[config.mk]
export PLATFORM = sky130hd
export DESIGN_NAME = axi_read_arbiter_rr
export DESIGN_NICKNAME = d
export VERILOG_FILES = /design/src/rtl/axi_read_arbiter_rr.sv
export SDC_FILE = /design/constraint.sdc
export NUM_CORES = 1
export LEC_CHECK = 0
export CORE_MARGIN = 2
export CORE_UTILIZATION = 28
export DETAILED_ROUTE_END_ITERATION = 16
export PLACE_DENSITY = 0.79
export SYNTH_ARGS = -nofsm -noshare
export SYNTH_HDL_FRONTEND = slang
export SYNTH_SLANG_ARGS = --single-unit
[constraint.sdc]
create_clock -name ACLK -period 1.81 [get_ports ACLK]
set_input_delay 0.181 -clock ACLK [delete_from_list [all_inputs] [get_ports ACLK]]
set_output_delay 0.181 -clock ACLK [all_outputs]
set_load 0.05 [all_outputs]
[src/rtl/axi_read_arbiter_rr.sv]
// axi_read_arbiter_rr
// AXI read-channel arbiter. Grants one of NUM_MASTERS masters access to one of
// NUM_SLAVES slaves for a complete read burst. The selected master's address is
// decoded through a base/mask table. Beats are counted against the latched ARLEN.
// A master that currently owns the write arbiter (wr_block) cannot win a new read grant.
//
// Build option:
//   READ_ARB_RR_EN  defined   -> round-robin arbitration. The search starts at a
//                                pointer that advances past each completed burst.
//                   undefined -> fixed priority. The lowest eligible index wins.
//
// Ports:
//   ACLK, ARESETn      clock, synchronous active-low reset
//   ARVALID[NM]        per-master AR request
//   ARADDR[NM*ADDR_W]  per-master address, master i at [i*ADDR_W +: ADDR_W]
//   ARLEN[NM*LEN_W]    per-master burst length minus one
//   ARREADY            AR ready from the selected slave
//   RVALID/RREADY/RLAST  R channel of the selected path
//   wr_block[NM]       master owns the write side; ineligible for a new grant
//   grant_valid        a grant is held
//   grant_mst          granted master index
//   grant_slv          decoded slave index (NUM_SLAVES = default/decode-error slave)
//   ar_phase           AR handshake still pending for the current grant
//   decerr             the held grant targets the default slave
//   len_err            one-cycle pulse when RLAST disagrees with the beat count
module axi_read_arbiter_rr #(
    parameter int NUM_MASTERS = 3,
    parameter int NUM_SLAVES  = 8,
    parameter int ADDR_W      = 32,
    parameter int LEN_W       = 4,
    parameter logic [NUM_SLAVES*ADDR_W-1:0] SLV_BASE = {
        32'h0003_0000, 32'h0010_0000, 32'h2000_0000, 32'h1001_0000,
        32'h1000_0000, 32'h0002_0000, 32'h0001_0000, 32'h0000_0000},
    parameter logic [NUM_SLAVES*ADDR_W-1:0] SLV_MASK = {
        32'hFFFF_0000, 32'hFFFF_0000, 32'hFF00_0000, 32'hFFFF_0000,
        32'hFFFF_0000, 32'hFFFF_0000, 32'hFFFF_0000, 32'hFFFF_0000}
) (
    input  logic                          ACLK,
    input  logic                          ARESETn,
    input  logic [NUM_MASTERS-1:0]        ARVALID,
    input  logic [NUM_MASTERS*ADDR_W-1:0] ARADDR,
    input  logic [NUM_MASTERS*LEN_W-1:0]  ARLEN,
    input  logic                          ARREADY,
    input  logic                          RVALID,
    input  logic                          RREADY,
    input  logic                          RLAST,
    input  logic [NUM_MASTERS-1:0]        wr_block,
    output logic                          grant_valid,
    output logic [$clog2(NUM_MASTERS)-1:0]  grant_mst,
    output logic [$clog2(NUM_SLAVES+1)-1:0] grant_slv,
    output logic                          ar_phase,
    output logic                          decerr,
    output logic                          len_err
);
    localparam int MW = $clog2(NUM_MASTERS);
    localparam int SW = $clog2(NUM_SLAVES+1);
    localparam int CW = LEN_W + 1;

    typedef enum logic [1:0] {IDLE, ADDR, DATA} state_t;
    state_t state, state_nxt;

    logic [NUM_MASTERS-1:0] elig;
    logic [MW-1:0]          sel;
    logic [ADDR_W-1:0]      sel_addr;
    logic [NUM_SLAVES-1:0]  hit;
    logic [SW-1:0]          dec_slv;
    logic [LEN_W-1:0]       len_q, len_nxt;
    logic [CW-1:0]          cnt_q, cnt_nxt;
    logic                   beat, cnt_at_len;
    logic                   grant_valid_nxt, ar_phase_nxt, decerr_nxt, len_err_nxt;
    logic [MW-1:0]          grant_mst_nxt;
    logic [SW-1:0]          grant_slv_nxt;

    assign elig = ARVALID & ~wr_block;

`ifdef READ_ARB_RR_EN
    logic [MW-1:0] rr_ptr, rr_ptr_nxt;

    function automatic logic [MW-1:0] wrap_add(input logic [MW-1:0] p, input int i);
        int s;
        s = int'(p) + i;
        if (s >= NUM_MASTERS) s = s - NUM_MASTERS;
        return MW'(s);
    endfunction

    // Walk from the farthest offset down so the offset closest to the pointer wins.
    always_comb begin
        sel = '0;
        for (int i = NUM_MASTERS-1; i >= 0; i--)
            if (elig[wrap_add(rr_ptr, i)]) sel = wrap_add(rr_ptr, i);
    end
`else
    always_comb begin
        sel = '0;
        for (int i = NUM_MASTERS-1; i >= 0; i--)
            if (elig[i]) sel = MW'(i);
    end
`endif

    assign sel_addr = ARADDR[int'(sel)*ADDR_W +: ADDR_W];

    for (genvar s = 0; s < NUM_SLAVES; s++) begin : g_dec
        assign hit[s] = (sel_addr & SLV_MASK[s*ADDR_W +: ADDR_W]) == SLV_BASE[s*ADDR_W +: ADDR_W];
    end

    // Lowest matching slave wins; no match falls through to the default slave.
    always_comb begin
        dec_slv = SW'(NUM_SLAVES);
        for (int s = NUM_SLAVES-1; s >= 0; s--)
            if (hit[s]) dec_slv = SW'(s);
    end

    assign beat       = RVALID && RREADY;
    assign cnt_at_len = (cnt_q == {1'b0, len_q});

    // State register together with the registered outputs and burst context.
    always_ff @(posedge ACLK) begin
        if (!ARESETn) begin
            state       <= IDLE;
            grant_valid <= 1'b0;
            grant_mst   <= '0;
            grant_slv   <= SW'(NUM_SLAVES);
            ar_phase    <= 1'b0;
            decerr      <= 1'b0;
            len_err     <= 1'b0;
            len_q       <= '0;
            cnt_q       <= '0;
`ifdef READ_ARB_RR_EN
            rr_ptr      <= '0;
`endif
        end else begin
            state       <= state_nxt;
            grant_valid <= grant_valid_nxt;
            grant_mst   <= grant_mst_nxt;
            grant_slv   <= grant_slv_nxt;
            ar_phase    <= ar_phase_nxt;
            decerr      <= decerr_nxt;
            len_err     <= len_err_nxt;
            len_q       <= len_nxt;
            cnt_q       <= cnt_nxt;
`ifdef READ_ARB_RR_EN
            rr_ptr      <= rr_ptr_nxt;
`endif
        end
    end

    always_comb begin
        state_nxt = state;
        case (state)
            IDLE:    if (|elig)                         state_nxt = ADDR;
            ADDR:    if (ARVALID[grant_mst] && ARREADY) state_nxt = DATA;
            DATA:    if (beat && RLAST)                 state_nxt = IDLE;
            default:                                    state_nxt = IDLE;
        endcase
    end

    // Next values for the registered outputs; everything holds unless an event moves it.
    always_comb begin
        grant_valid_nxt = grant_valid;
        grant_mst_nxt   = grant_mst;
        grant_slv_nxt   = grant_slv;
        ar_phase_nxt    = ar_phase;
        decerr_nxt      = decerr;
        len_err_nxt     = 1'b0;
        len_nxt         = len_q;
        cnt_nxt         = cnt_q;
`ifdef READ_ARB_RR_EN
        rr_ptr_nxt      = rr_ptr;
`endif
        case (state)
            IDLE: if (|elig) begin
                grant_valid_nxt = 1'b1;
                ar_phase_nxt    = 1'b1;
                grant_mst_nxt   = sel;
                grant_slv_nxt   = dec_slv;
                decerr_nxt      = (dec_slv == SW'(NUM_SLAVES));
                len_nxt         = ARLEN[int'(sel)*LEN_W +: LEN_W];
            end
            ADDR: if (ARVALID[grant_mst] && ARREADY) begin
                ar_phase_nxt = 1'b0;
                cnt_nxt      = '0;
            end
            DATA: if (beat) begin
                // Saturate rather than wrap so an overlong burst keeps flagging.
                if (!(&cnt_q)) cnt_nxt = cnt_q + 1'b1;
                // Early RLAST and missing RLAST at the expected beat both flag.
                len_err_nxt = RLAST ? !cnt_at_len : cnt_at_len;
                if (RLAST) begin
                    grant_valid_nxt = 1'b0;
                    decerr_nxt      = 1'b0;
`ifdef READ_ARB_RR_EN
                    rr_ptr_nxt      = wrap_add(grant_mst, 1);
`endif
                end
            end
            default: ;
        endcase
    end
endmodule

# == Word-level counts from Yosys, hierarchy flattened ==
# Cells that the tools add are included.
# totals
ff_bits,21
input_bits,120
output_inout_bits,10
word_cells,79
# op_classes
addsub,1
magnitude_cmp,1
eq_ne,17
shift,2
muxes,30
n_bitwise,2
n_reduce_logical,17
# op_table
cell,count
variable part select 96 x 8 -> 32 bit,1
"equality test 16 x 13 -> 1 bit, second input constant",2
"equality test 16 x 2 -> 1 bit, second input constant",2
zero test 32 bit,1
2-to-1 mux 4 bit,8
"equality test 16 x 1 -> 1 bit, second input constant",1
"equality test 16 x 5 -> 1 bit, second input constant",1
2-to-1 mux 5 bit,3
2-to-1 mux 2 bit,6
"!= test 2 bit, second input constant",6
variable part select 12 x 5 -> 4 bit,1
case mux 5 bit (2 select lines),1
AND reduction 3 bit,3
"equality test 8 x 6 -> 1 bit, second input constant",1
AND reduction 4 bit,2
2-to-1 mux 1 bit,7
case mux 1 bit (2 select lines),3
case mux 2 bit (3 select lines),1
nonzero test 2 bit,3
"adder 5 x 1 -> 5 bit, second input constant",1
equality test 5 x 4 -> 1 bit,1
AND reduction 5 bit,1
"equality test 4 bit, second input constant",1
AND 3 bit,1
10 further kinds,12

# == Longest topological paths before layout ==
# depth
depth_word,18
depth_mapped,9

# == Least setup slack after synthesis ==
# No wires, ideal clock.
# synth_timing
path_kind,input port to flip-flop
start,in ARVALID[1]
end,reg grant_slv[0]
t_arrival_ps,1641
required_time_ps,1683
setup_slack_ps,42
stages,9
path_buffers,3
path_cell_list,nor2b_4 -> buf_6 -> or3_1 -> buf_6 -> buf_4 -> a21oi_2 -> mux2_1 -> nand3_1 -> a21oi_1
# synth_between
elab_chain_cells,13
elab_cells_between_ends,22
classes_between,eq/ne: 7; shift: 1; mux: 10; bitwise: 1; reduce/logical: 3
# synth_lines
element,line,source
start: declaration,40,"input logic [NUM_MASTERS-1:0] ARVALID,"
AND 3 bit *,74,assign elig = ARVALID & ~wr_block;
2-to-1 mux 2 bit (2 in series),96,if (elig[i]) sel = MW'(i);
variable part select 96 x 8 -> 32 bit,100,assign sel_addr = ARADDR[int'(sel)*ADDR_W +: ADDR_W];
equality test 16 x 2 -> 1 bit,103,assign hit[s] = (sel_addr & SLV_MASK[s*ADDR_W +: ADDR_W]) == SLV_BASE[s*ADDR_W +: ADDR_W];
2-to-1 mux 4 bit (8 in series),110,if (hit[s]) dec_slv = SW'(s);
end signal: assignment,122,grant_slv <= SW'(NUM_SLAVES);
end signal: assignment,135,grant_slv <= grant_slv_nxt;
end: declaration,50,"output logic [$clog2(NUM_SLAVES+1)-1:0] grant_slv,"
# Mark *: on every way between the ends. The rest lies on a longest branch, timed or not.
# A chain may end at the register's enable or synchronous reset.

# == Final worst setup path ==
# layout_timing
start,in ARADDR[81]
end,reg grant_slv[2]
# layout_between
elab_chain_cells,10
elab_cells_between_ends,16
classes_between,eq/ne: 6; shift: 1; mux: 8; reduce/logical: 1
# layout_lines
element,line,source
start: declaration,41,"input logic [NUM_MASTERS*ADDR_W-1:0] ARADDR,"
variable part select 96 x 8 -> 32 bit *,100,
equality test 16 x 2 -> 1 bit,103,
2-to-1 mux 4 bit (7 in series),110,
2-to-1 mux 4 bit *,110,
# Marks and branches as above.

==> results.sh <==
export IMPL_status="complete, no violations"
export IMPL_cts_max_level=1
export IMPL_startpoint_type="input pin"
export IMPL_rsz0062_at_grt="yes"
export IMPL_fin_total_pwr_mw=1.38
export IMPL_hold_path_class="register to register"
export IMPL_timing_final_crit_share=0.978
export IMPL_clockBufferDepth=2
export IMPL_cts_made_buffers=3
export IMPL_ant_nets=0
export IMPL_drt_iter0_drc=44
export IMPL_postSynthAreaPerCell_um2=8.25
export IMPL_synth_edff_count=0
export IMPL_cp_end_kind="register"
export IMPL_place_gp_congestion=0.775
export IMPL_synth_top_area_share=0.291
export IMPL_drv_slew=0
export IMPL_setup_viol=0
export IMPL_grtUsageTotal=0.152
export IMPL_worstPathRequired_ns=1.97
export IMPL_netlist_instances=175
export IMPL_clk_latency_ns=0.26
export IMPL_io_buffers=81
export IMPL_power_density_nw_per_um2=532
export IMPL_yosysSeqAreaShare=0.291
export IMPL_io_pin_count=130
export IMPL_whs_path_depth=2
export IMPL_ir_worst_vdd_uv=227
export IMPL_syn_num_nets=297
export IMPL_p_leak_nw=1.04
export IMPL_maxCapViolCount=0
export IMPL_firstDrtPassIters=4
export IMPL_root_buffer="clkbuf_8"
export IMPL_critPathKind="input pin to register"
export IMPL_path_max_fanout=4
export IMPL_slew_headroom=0.652
export IMPL_post_drt_wl_per_cell_um=13.1
export IMPL_grt_overflow=0
export IMPL_vias_per_cell=4.85
export IMPL_die_area_um2=5750
export IMPL_drt_wl_total_mm=4.53
export IMPL_syn2layout_area_growth_pct=79.5
export IMPL_die_w_um=75.8
export IMPL_initial_utilization=0.286
export IMPL_timing_final_ws_setup_ns=0.0399
export IMPL_worst_slew_pin_slew_ns=0.521
export IMPL_fin_util=0.514
export IMPL_crit_path_cell_trace="clkdlybuf4s50_1 > or4_1 > o221a_2 > and3_1 > o21a_1 > o21ai_1 > a21oi_2"
export IMPL_grt_pass1_vias=1551
export IMPL_grt_max_degree=18
export IMPL_drive_above_1_share=0.207
export IMPL_r2r_cells=7
export IMPL_clkTransAtPathRegs_ns=0.07
export IMPL_period_minus_slack_ns=1.77
export IMPL_yosys_top_cells_count="dfxtp_1, nor2_1, a21oi_1"
export IMPL_synthTopCellsByArea="dfxtp_1, mux2i_1, a21oi_1"
export IMPL_grt_pass1_wl_mm=6.79
export IMPL_nets=398
export IMPL_ys_flop_type="dfxtp_1"
export IMPL_synth_area_leader_cell="dfxtp_1"
export IMPL_yosysWarnings=0
export IMPL_cp_num_cells=7
export IMPL_fmax_mhz=565
export IMPL_slowest_delay_ns=0.58
export IMPL_vias=1674
export IMPL_cpLargestDelayFamily="simple AND/OR/NAND/NOR gates"
export IMPL_clock_skew_ns=0.00175
export IMPL_core_area_um2=5040
export IMPL_path_buf_inv=1
export IMPL_grt_antenna_before_repair=0
export IMPL_rows=26
export IMPL_dp_hpwl_mm=3.54
export IMPL_fillCellCount=489
export IMPL_cts_sinks=21
export IMPL_synth_async_reset_ratio=0
export IMPL_crit_slowest_cell="or4_1"
export IMPL_syn_area_um2=1440
export IMPL_drc=0
export IMPL_tritoncts="yes"
export IMPL_cp_data_arrival_time_ns=1.93
export IMPL_die_y_um=75.8
export IMPL_antenna_cells=0
export IMPL_ys_ff_latch=21
export IMPL_yosysMostFrequentCell="dfxtp_1"
export IMPL_hold_viol_final=0
export IMPL_pre_cts_slack_ns=-0.557
export IMPL_yosysUniqueCellTypes=47
[state kept, by name, indices dropped and copies added, names as in the netlist]
register / cells
ar_phase: 1
len_q: 4
grant_slv: 4
len_err: 1
state: 2
grant_mst: 2
decerr: 1
grant_valid: 1
cnt_q: 5
[per-stage QoR]
step / setup TNS, ns / cells / hold slack, ns / instance area, um^2
6_report: 0 / 345 / 0.470 / 2590
5_1_grt: -0.0117 / 345 / 0.505 / 2590
4_1_cts: 0 / 343 / 0.476 / 2520
3_5_place_dp: -4.18 / 337 / 0.465 / 2430
3_3_place_gp: -3.47 / 337 / 0.453 / 2430
2_1_floorplan: 0 / 175 / 0.354 / 1440
[logic make-up (layout without fill, tap and decap cells)]
family,after synthesis,after routing,share of synthesized area
and+or+nand+nor,81,81,0.328
AOI/OAI and AO/OA,46,46,0.214
DFF,21,21,0.291
muxes,9,9,0.0641
buffers and inverters,8,108,0.0347
xor gates and xnor gates,7,7,0.0425
adders and majority gates,3,3,0.0251
[worst register-to-register path, stage by stage (launching register included)]
cell and delay [ns]:
dfxtp_2 0.35, ha_1 0.20, and3_1 0.20, ha_1 0.20, or2_2 0.33, nand3_1 0.09, o21ai_0 0.07, and2_1 0.15
[power by group]
part	leakage, nW	internal [mW]	switching [mW]
clock network	0.0255	0.153	0.150
registers	0.172	0.492	0.0202
logic	0.839	0.310	0.254
[worst paths after layout]
| kind | startpoint | endpoint | slack (ns) |
|---|---|---|---|
| max | ARADDR[81] | grant_slv[2] | 0.04 |
| min | grant_valid | grant_valid | 0.47 |
| max reg2reg | cnt_q[1] | cnt_q[0] | 0.12 |
| min reg2reg | grant_valid | grant_valid | 0.47 |
[layout make-up]
| class | instances | area (um^2) | share of cell area |
|---|---|---|---|
| timing repair buffer | 104 | 976 | 0.377 |
| tap | 70 | 87.6 | 0.0338 |
| clock buffer | 3 | 41.3 | 0.0159 |
| sequential | 21 | 422 | 0.163 |
| clock inverter | 1 | 5.00 | 0.00193 |
| multi-input combinational | 146 | 1060 | 0.409 |
[layout by cell type (no fill, tap or decap), types with 4 or more instances in the layout]
cell             instances
clkdlybuf4s50_1         70
buf_4                   22
dfxtp_1                 20
nor2_1                  13
a21oi_1                 11
nand3_1                 10
nand2_1                 10
nor2b_1                  7
o21ai_0                  7
mux2i_1                  6
nor3_1                   6
and3_1                   4
a211oi_1                 4
a21boi_0                 4
xnor2_1                  4
dlygate4sd2_1            4
[per-layer routing]
layer / wire, um / track usage / vias up
li1: - / - / 852
met1: 2070 / 0.201 / 773
met2: 2150 / 0.255 / 45
met3: 271 / 0.0331 / 4
met4: 31 / 0.0273 / 0
met5: 0 / 0 / -
[repair_timing]
action | 4_1_cts | 5_1_grt
endpoints found under the setup margin | 6 | 6
gates cloned | 0 | 0
hold buffers | 0 | 0
buffers inserted | 2 | 2
gates resized for setup | 17 | 25
pin swaps | 7 | 8
Note: power is estimated with default switching activity, not from simulation.
==> edit 1: new RTL, same flow settings <==
Encoding of `state_t`: now one-hot (3 bits for 3 states).
--- a/src/rtl/axi_read_arbiter_rr.sv
+++ b/src/rtl/axi_read_arbiter_rr.sv
@@ -57,5 +57,5 @@
     localparam int CW = LEN_W + 1;
 
-    typedef enum logic [1:0] {IDLE, ADDR, DATA} state_t;
+    typedef enum logic [2:0] {IDLE = 3'b001, ADDR = 3'b010, DATA = 3'b100} state_t;
     state_t state, state_nxt;
 
Function: no difference found for any inputs over 10 cycles, from zero or initial values and one cycle with ARESETn low; not proved beyond that.
==> edit 1 against the original RTL <==
- count of clock-buffer cells in the layout did not move
- sequential cell count rose by 1
- via count rose by 37%
- core utilization rose by 2.8 points
- area after synthesis rose by 22%
- routed wire length rose by 43%
- worst setup slack improved by 18 ps
- final area rose by 25%
- power rose by 12%
- sequential power rose by 7.0%
- final cell count rose by 25%
- combinational power rose by 22%
- largest power group unchanged
- highest routed layer unchanged
==> edit 1: results (changes against the original RTL) <==
critical path arrival 1950 ps (was 1930 ps); Synth Warn # 0 (unchanged); run status finished clean (unchanged); inverters 5 (was 0); total global-route track usage 0.1790 (was 0.1516); Clock-cell share 0.01273 (was 0.01787); min Tclk post-route 1752 ps (was 1770 ps); P_int 1.020 mW (was 0.9553 mW); nonclk buf count 130 (was 104); vias in the first global route 2219 (was 1551); Final Instance Area 3244 um^2 (was 2591 um^2); DR iter-0 viols 156 (was 44); Avg Inst Size Synth 7.605 um^2 (was 8.251 um^2); hold_ws 499.0 ps (was 469.5 ps); clock network power share 0.198 (was 0.220); WL met3 402 um (was 271 um); sequential share of the synthesized area 0.2507 (was 0.2912); Post-CTS Resized 36 (was 17); register-to-register setup slack 80 ps (was 120 ps); routed len/inst 14.98 um (was 13.12 um); H-tree levels 1 (unchanged); Worst slew margin 0.6296 (was 0.6519); synthesized flop and latch total 22 (was 21); Setup Buffers After CTS 5 (was 2); Final Wtd Congestion 0.8724 (was 0.7748); largest net degree at the start of global routing 16 (was 18); Synth top cells by count nor2_1 (35), dfxtp_1 (22), a21oi_1 (15), nand3_1 (14), o21ai_0 (12) (was dfxtp_1 (21), nor2_1 (15), a21oi_1 (13), nand2_1 (10), nand3_1 (10)); routed wl met2 3.238 mm (was 2.154 mm); Static Leak 1.250 nW (was 1.037 nW); syn nets 353 (was 297); worst-path fanout max 5 (was 4); M1 GR Usage 0.2206 (was 0.2010); crit-path leading delay family compound AO/OA/AOI/OAI gates (was simple AND/OR/NAND/NOR gates); Seq group 0.548 mW (was 0.512 mW); final clock skew 3.153 ps (was 1.750 ps); Post-DP HPWL 4.854 mm (was 3.538 mm); largest cells by area after synthesis dfxtp_1 (25%), nor2_1 (7.5%), xnor2_1 (4.5%), a21oi_1 (4.3%), nand3_1 (4.0%) (was dfxtp_1 (29%), mux2i_1 (4.9%), a21oi_1 (4.5%), nor2_1 (3.9%), nand3_1 (3.5%)); Sw Pwr 0.5211 mW (was 0.4243 mW); Max VDD drop 0.2808 mV (was 0.2273 mV); Fillers 523 (was 489); Data buffer area share 0.3702 (was 0.3766); comb_multi_in 197 (was 146); Largest stage delay, worst path 500 ps (was 580 ps); share of layout cells above drive strength 1 0.2773 (was 0.2073); post-place setup slack -493.6 ps (was -557.0 ps); Finished Layout Cells 432 (was 345); core area 5991 um^2 (was 5042 um^2); first-pass GRT wire length 10.33 mm (was 6.789 mm); met3 GRT Util 0.01889 (was 0.03307); DR vias 2299 (was 1674); dpl cells 420 (was 337); multi-input combinational area share 0.4462 (was 0.4090); Synth cell types 56 (was 47); Crit-path slowest cell or4_4 (was or4_1); nets 481 (was 398)
[edit 1: final timing paths]
path                                    end                   from  cells past startpoint
setup / recovery  grant_slv[1]$_SDFFE_PN0P_             ARVALID[0]                      8
hold / removal        ar_phase$_SDFFE_PN0P_  ar_phase$_SDFFE_PN0P_                      2
setup reg to reg      cnt_q[3]$_SDFFE_PN0P_  cnt_q[1]$_SDFFE_PN0P_                      8
hold reg to reg       ar_phase$_SDFFE_PN0P_  ar_phase$_SDFFE_PN0P_                      2
[edit 1: logic make-up after synthesis]
group                    count (synthesis)  synth area share
AO/OA/AOI/OAI                           66            0.2600
XOR/XNOR                                10           0.04986
adder cells (fa/ha/maj)                  2           0.01424
buffers and inverters                   14           0.04986
flip-flops                              22            0.2507
multiplexers                             6           0.03419
AND/OR/NAND/NOR                        111            0.3412
[edit 1: worst register-to-register path, cell delays in order, from the launching register on]
cell and delay [ps]:
dfxtp_1 350, ha_1 200, and3_1 180, ha_1 190, nor2_1 130, a31oi_2 90, nor3_1 270, xnor2_1 150
nor2_1 60
==> edit 2: new RTL, same settings <==
Without the edit above. Set the parameter `LEN_W` to 2 (it was 4).
--- a/src/rtl/axi_read_arbiter_rr.sv
+++ b/src/rtl/axi_read_arbiter_rr.sv
@@ -28,5 +28,5 @@
     parameter int NUM_SLAVES  = 8,
     parameter int ADDR_W      = 32,
-    parameter int LEN_W       = 4,
+    parameter int LEN_W       = 2,
     parameter logic [NUM_SLAVES*ADDR_W-1:0] SLV_BASE = {
         32'h0003_0000, 32'h0010_0000, 32'h2000_0000, 32'h1001_0000,
Interface: changed (resized ARLEN); port bits go from 130 to 124. The function was not compared with the original's and may differ.
==> edit 2 against the original RTL <==
- the run now ends with negative setup slack left
- global-route usage grew 4.6 points
- register-to-register slack gained 140 ps
- area after synthesis fell by 19%
- final area shrank 4.6%
- power shrank 7.7%
- worst setup slack got worse by 180 ps
- die area down 18%
- sequential cell count decreased by 4
- clock power is 9.9% lower
- routed wire length down 2.6%
==> edit 2: results (changes against the original RTL) <==
crit-path leading delay family compound AO/OA/AOI/OAI gates (was simple AND/OR/NAND/NOR gates); Switching Share 0.3212 (was 0.3076); largest net degree at the start of global routing 12 (was 18); Static Leak 1.027 nW (was 1.037 nW); total global-route track usage 0.1975 (was 0.1516); final clock skew 4.272 ps (was 1.750 ps); Post-DP HPWL 3.131 mm (was 3.538 mm); routed len/inst 14.26 um (was 13.12 um); final wirelength 4.407 mm (was 4.525 mm); IO Port Bufs 75 (was 81); DR iter-0 viols 74 (was 44); Compound-Gate Fraction of Synth Area 0.2516 (was 0.2140); CP Launch Point wr_block[1] (was ARADDR[81]); Area Growth Syn to Fin 112.5% (was 79.46%); post-place setup slack -774.4 ps (was -557.0 ps); Synth top cells by count nor2_1 (21), dfxtp_1 (17), a21oi_1 (11), nor3_1 (9), o21ai_0 (7) (was dfxtp_1 (21), nor2_1 (15), a21oi_1 (13), nand2_1 (10), nand3_1 (10)); Synth cell types 42 (was 47); DR vias 1612 (was 1674); Crit-path slowest cell or3b_4 (was or4_1); setup tns final -490.4 ps (was 0 ps); final setup violation count 4 (was 0); Largest regs grant_slv (4), cnt_q (3) (was cnt_q (5), grant_slv (4), len_q (4)); xor/xnor share of the synthesized area 0.02258 (was 0.04246); placed cell areas 2161 um^2 (was 2435 um^2); register-to-register setup slack 260 ps (was 120 ps); syn nets 261 (was 297); worst setup margin -143.9 ps (was 39.88 ps); Synth Instances 145 (was 175); Hold Path End grant_slv[3]$_SDFFE_PN1P_ (was grant_valid$_SDFFE_PN0P_); Setup Buffers After CTS 6 (was 2); Fillers 326 (was 489); first-pass GRT wire length 7.107 mm (was 6.789 mm); hold_ws 482.5 ps (was 469.5 ps); largest cells by area after synthesis dfxtp_1 (29%), nor2_1 (6.8%), mux2i_1 (5.2%), a21oi_1 (4.7%), nor3_1 (3.9%) (was dfxtp_1 (29%), mux2i_1 (4.9%), a21oi_1 (4.5%), nor2_1 (3.9%), nand3_1 (3.5%)); Post-CTS Resized 81 (was 17); failing checks negative setup slack; r2r startpoint state[1]$_SDFFE_PN0P_ (was cnt_q[1]$_SDFFE_PN0P_); R2R Path End decerr$_SDFFE_PN0P_ (was cnt_q[0]$_SDFFE_PN0P_); run status complete, but fails checks (was finished clean); Largest stage delay, worst path 370 ps (was 580 ps); HP Start grant_slv[3]$_SDFFE_PN1P_ (was grant_valid$_SDFFE_PN0P_); Max VDD drop 0.2409 mV (was 0.2273 mV)
==> edit 2: cell count changes after synthesis, sizes merged, moves of 5 or more <==
cell / change
a21boi: -5
nand2: -5
nand3: -5
nor2: +7
nor2b: -7
==> edit 2: power groups by stage <==
stage	sequential [mW]	combinational, mW	clock [mW]
3_5_place_dp	0.435	0.493	0
6_report	0.428	0.571	0.273
2_1_floorplan	0.491	0.161	0
4_1_cts	0.427	0.529	0.283
5_1_grt	0.432	0.613	0.304
3_3_place_gp	0.435	0.487	0
==> edit 2: final cells by class <==
class	count	area share
tap	50	0.02530
clock buffer	4	0.01822
inverter	1	0.001518
sequential	17	0.1377
timing repair buffer	115	0.4079
multi-input combinational	122	0.4094
==> edit 2: metal layers <==
| metal | global-route usage | vias to the layer above | wire, um |
|---|---|---|---|
| li1 | - | 786 | - |
| met1 | 0.2206 | 736 | 1701 |
| met2 | 0.3606 | 77 | 2312 |
| met3 | 0.03783 | 13 | 292 |
| met4 | 0.08250 | 0 | 99 |
| met5 | 0 | - | 0 |
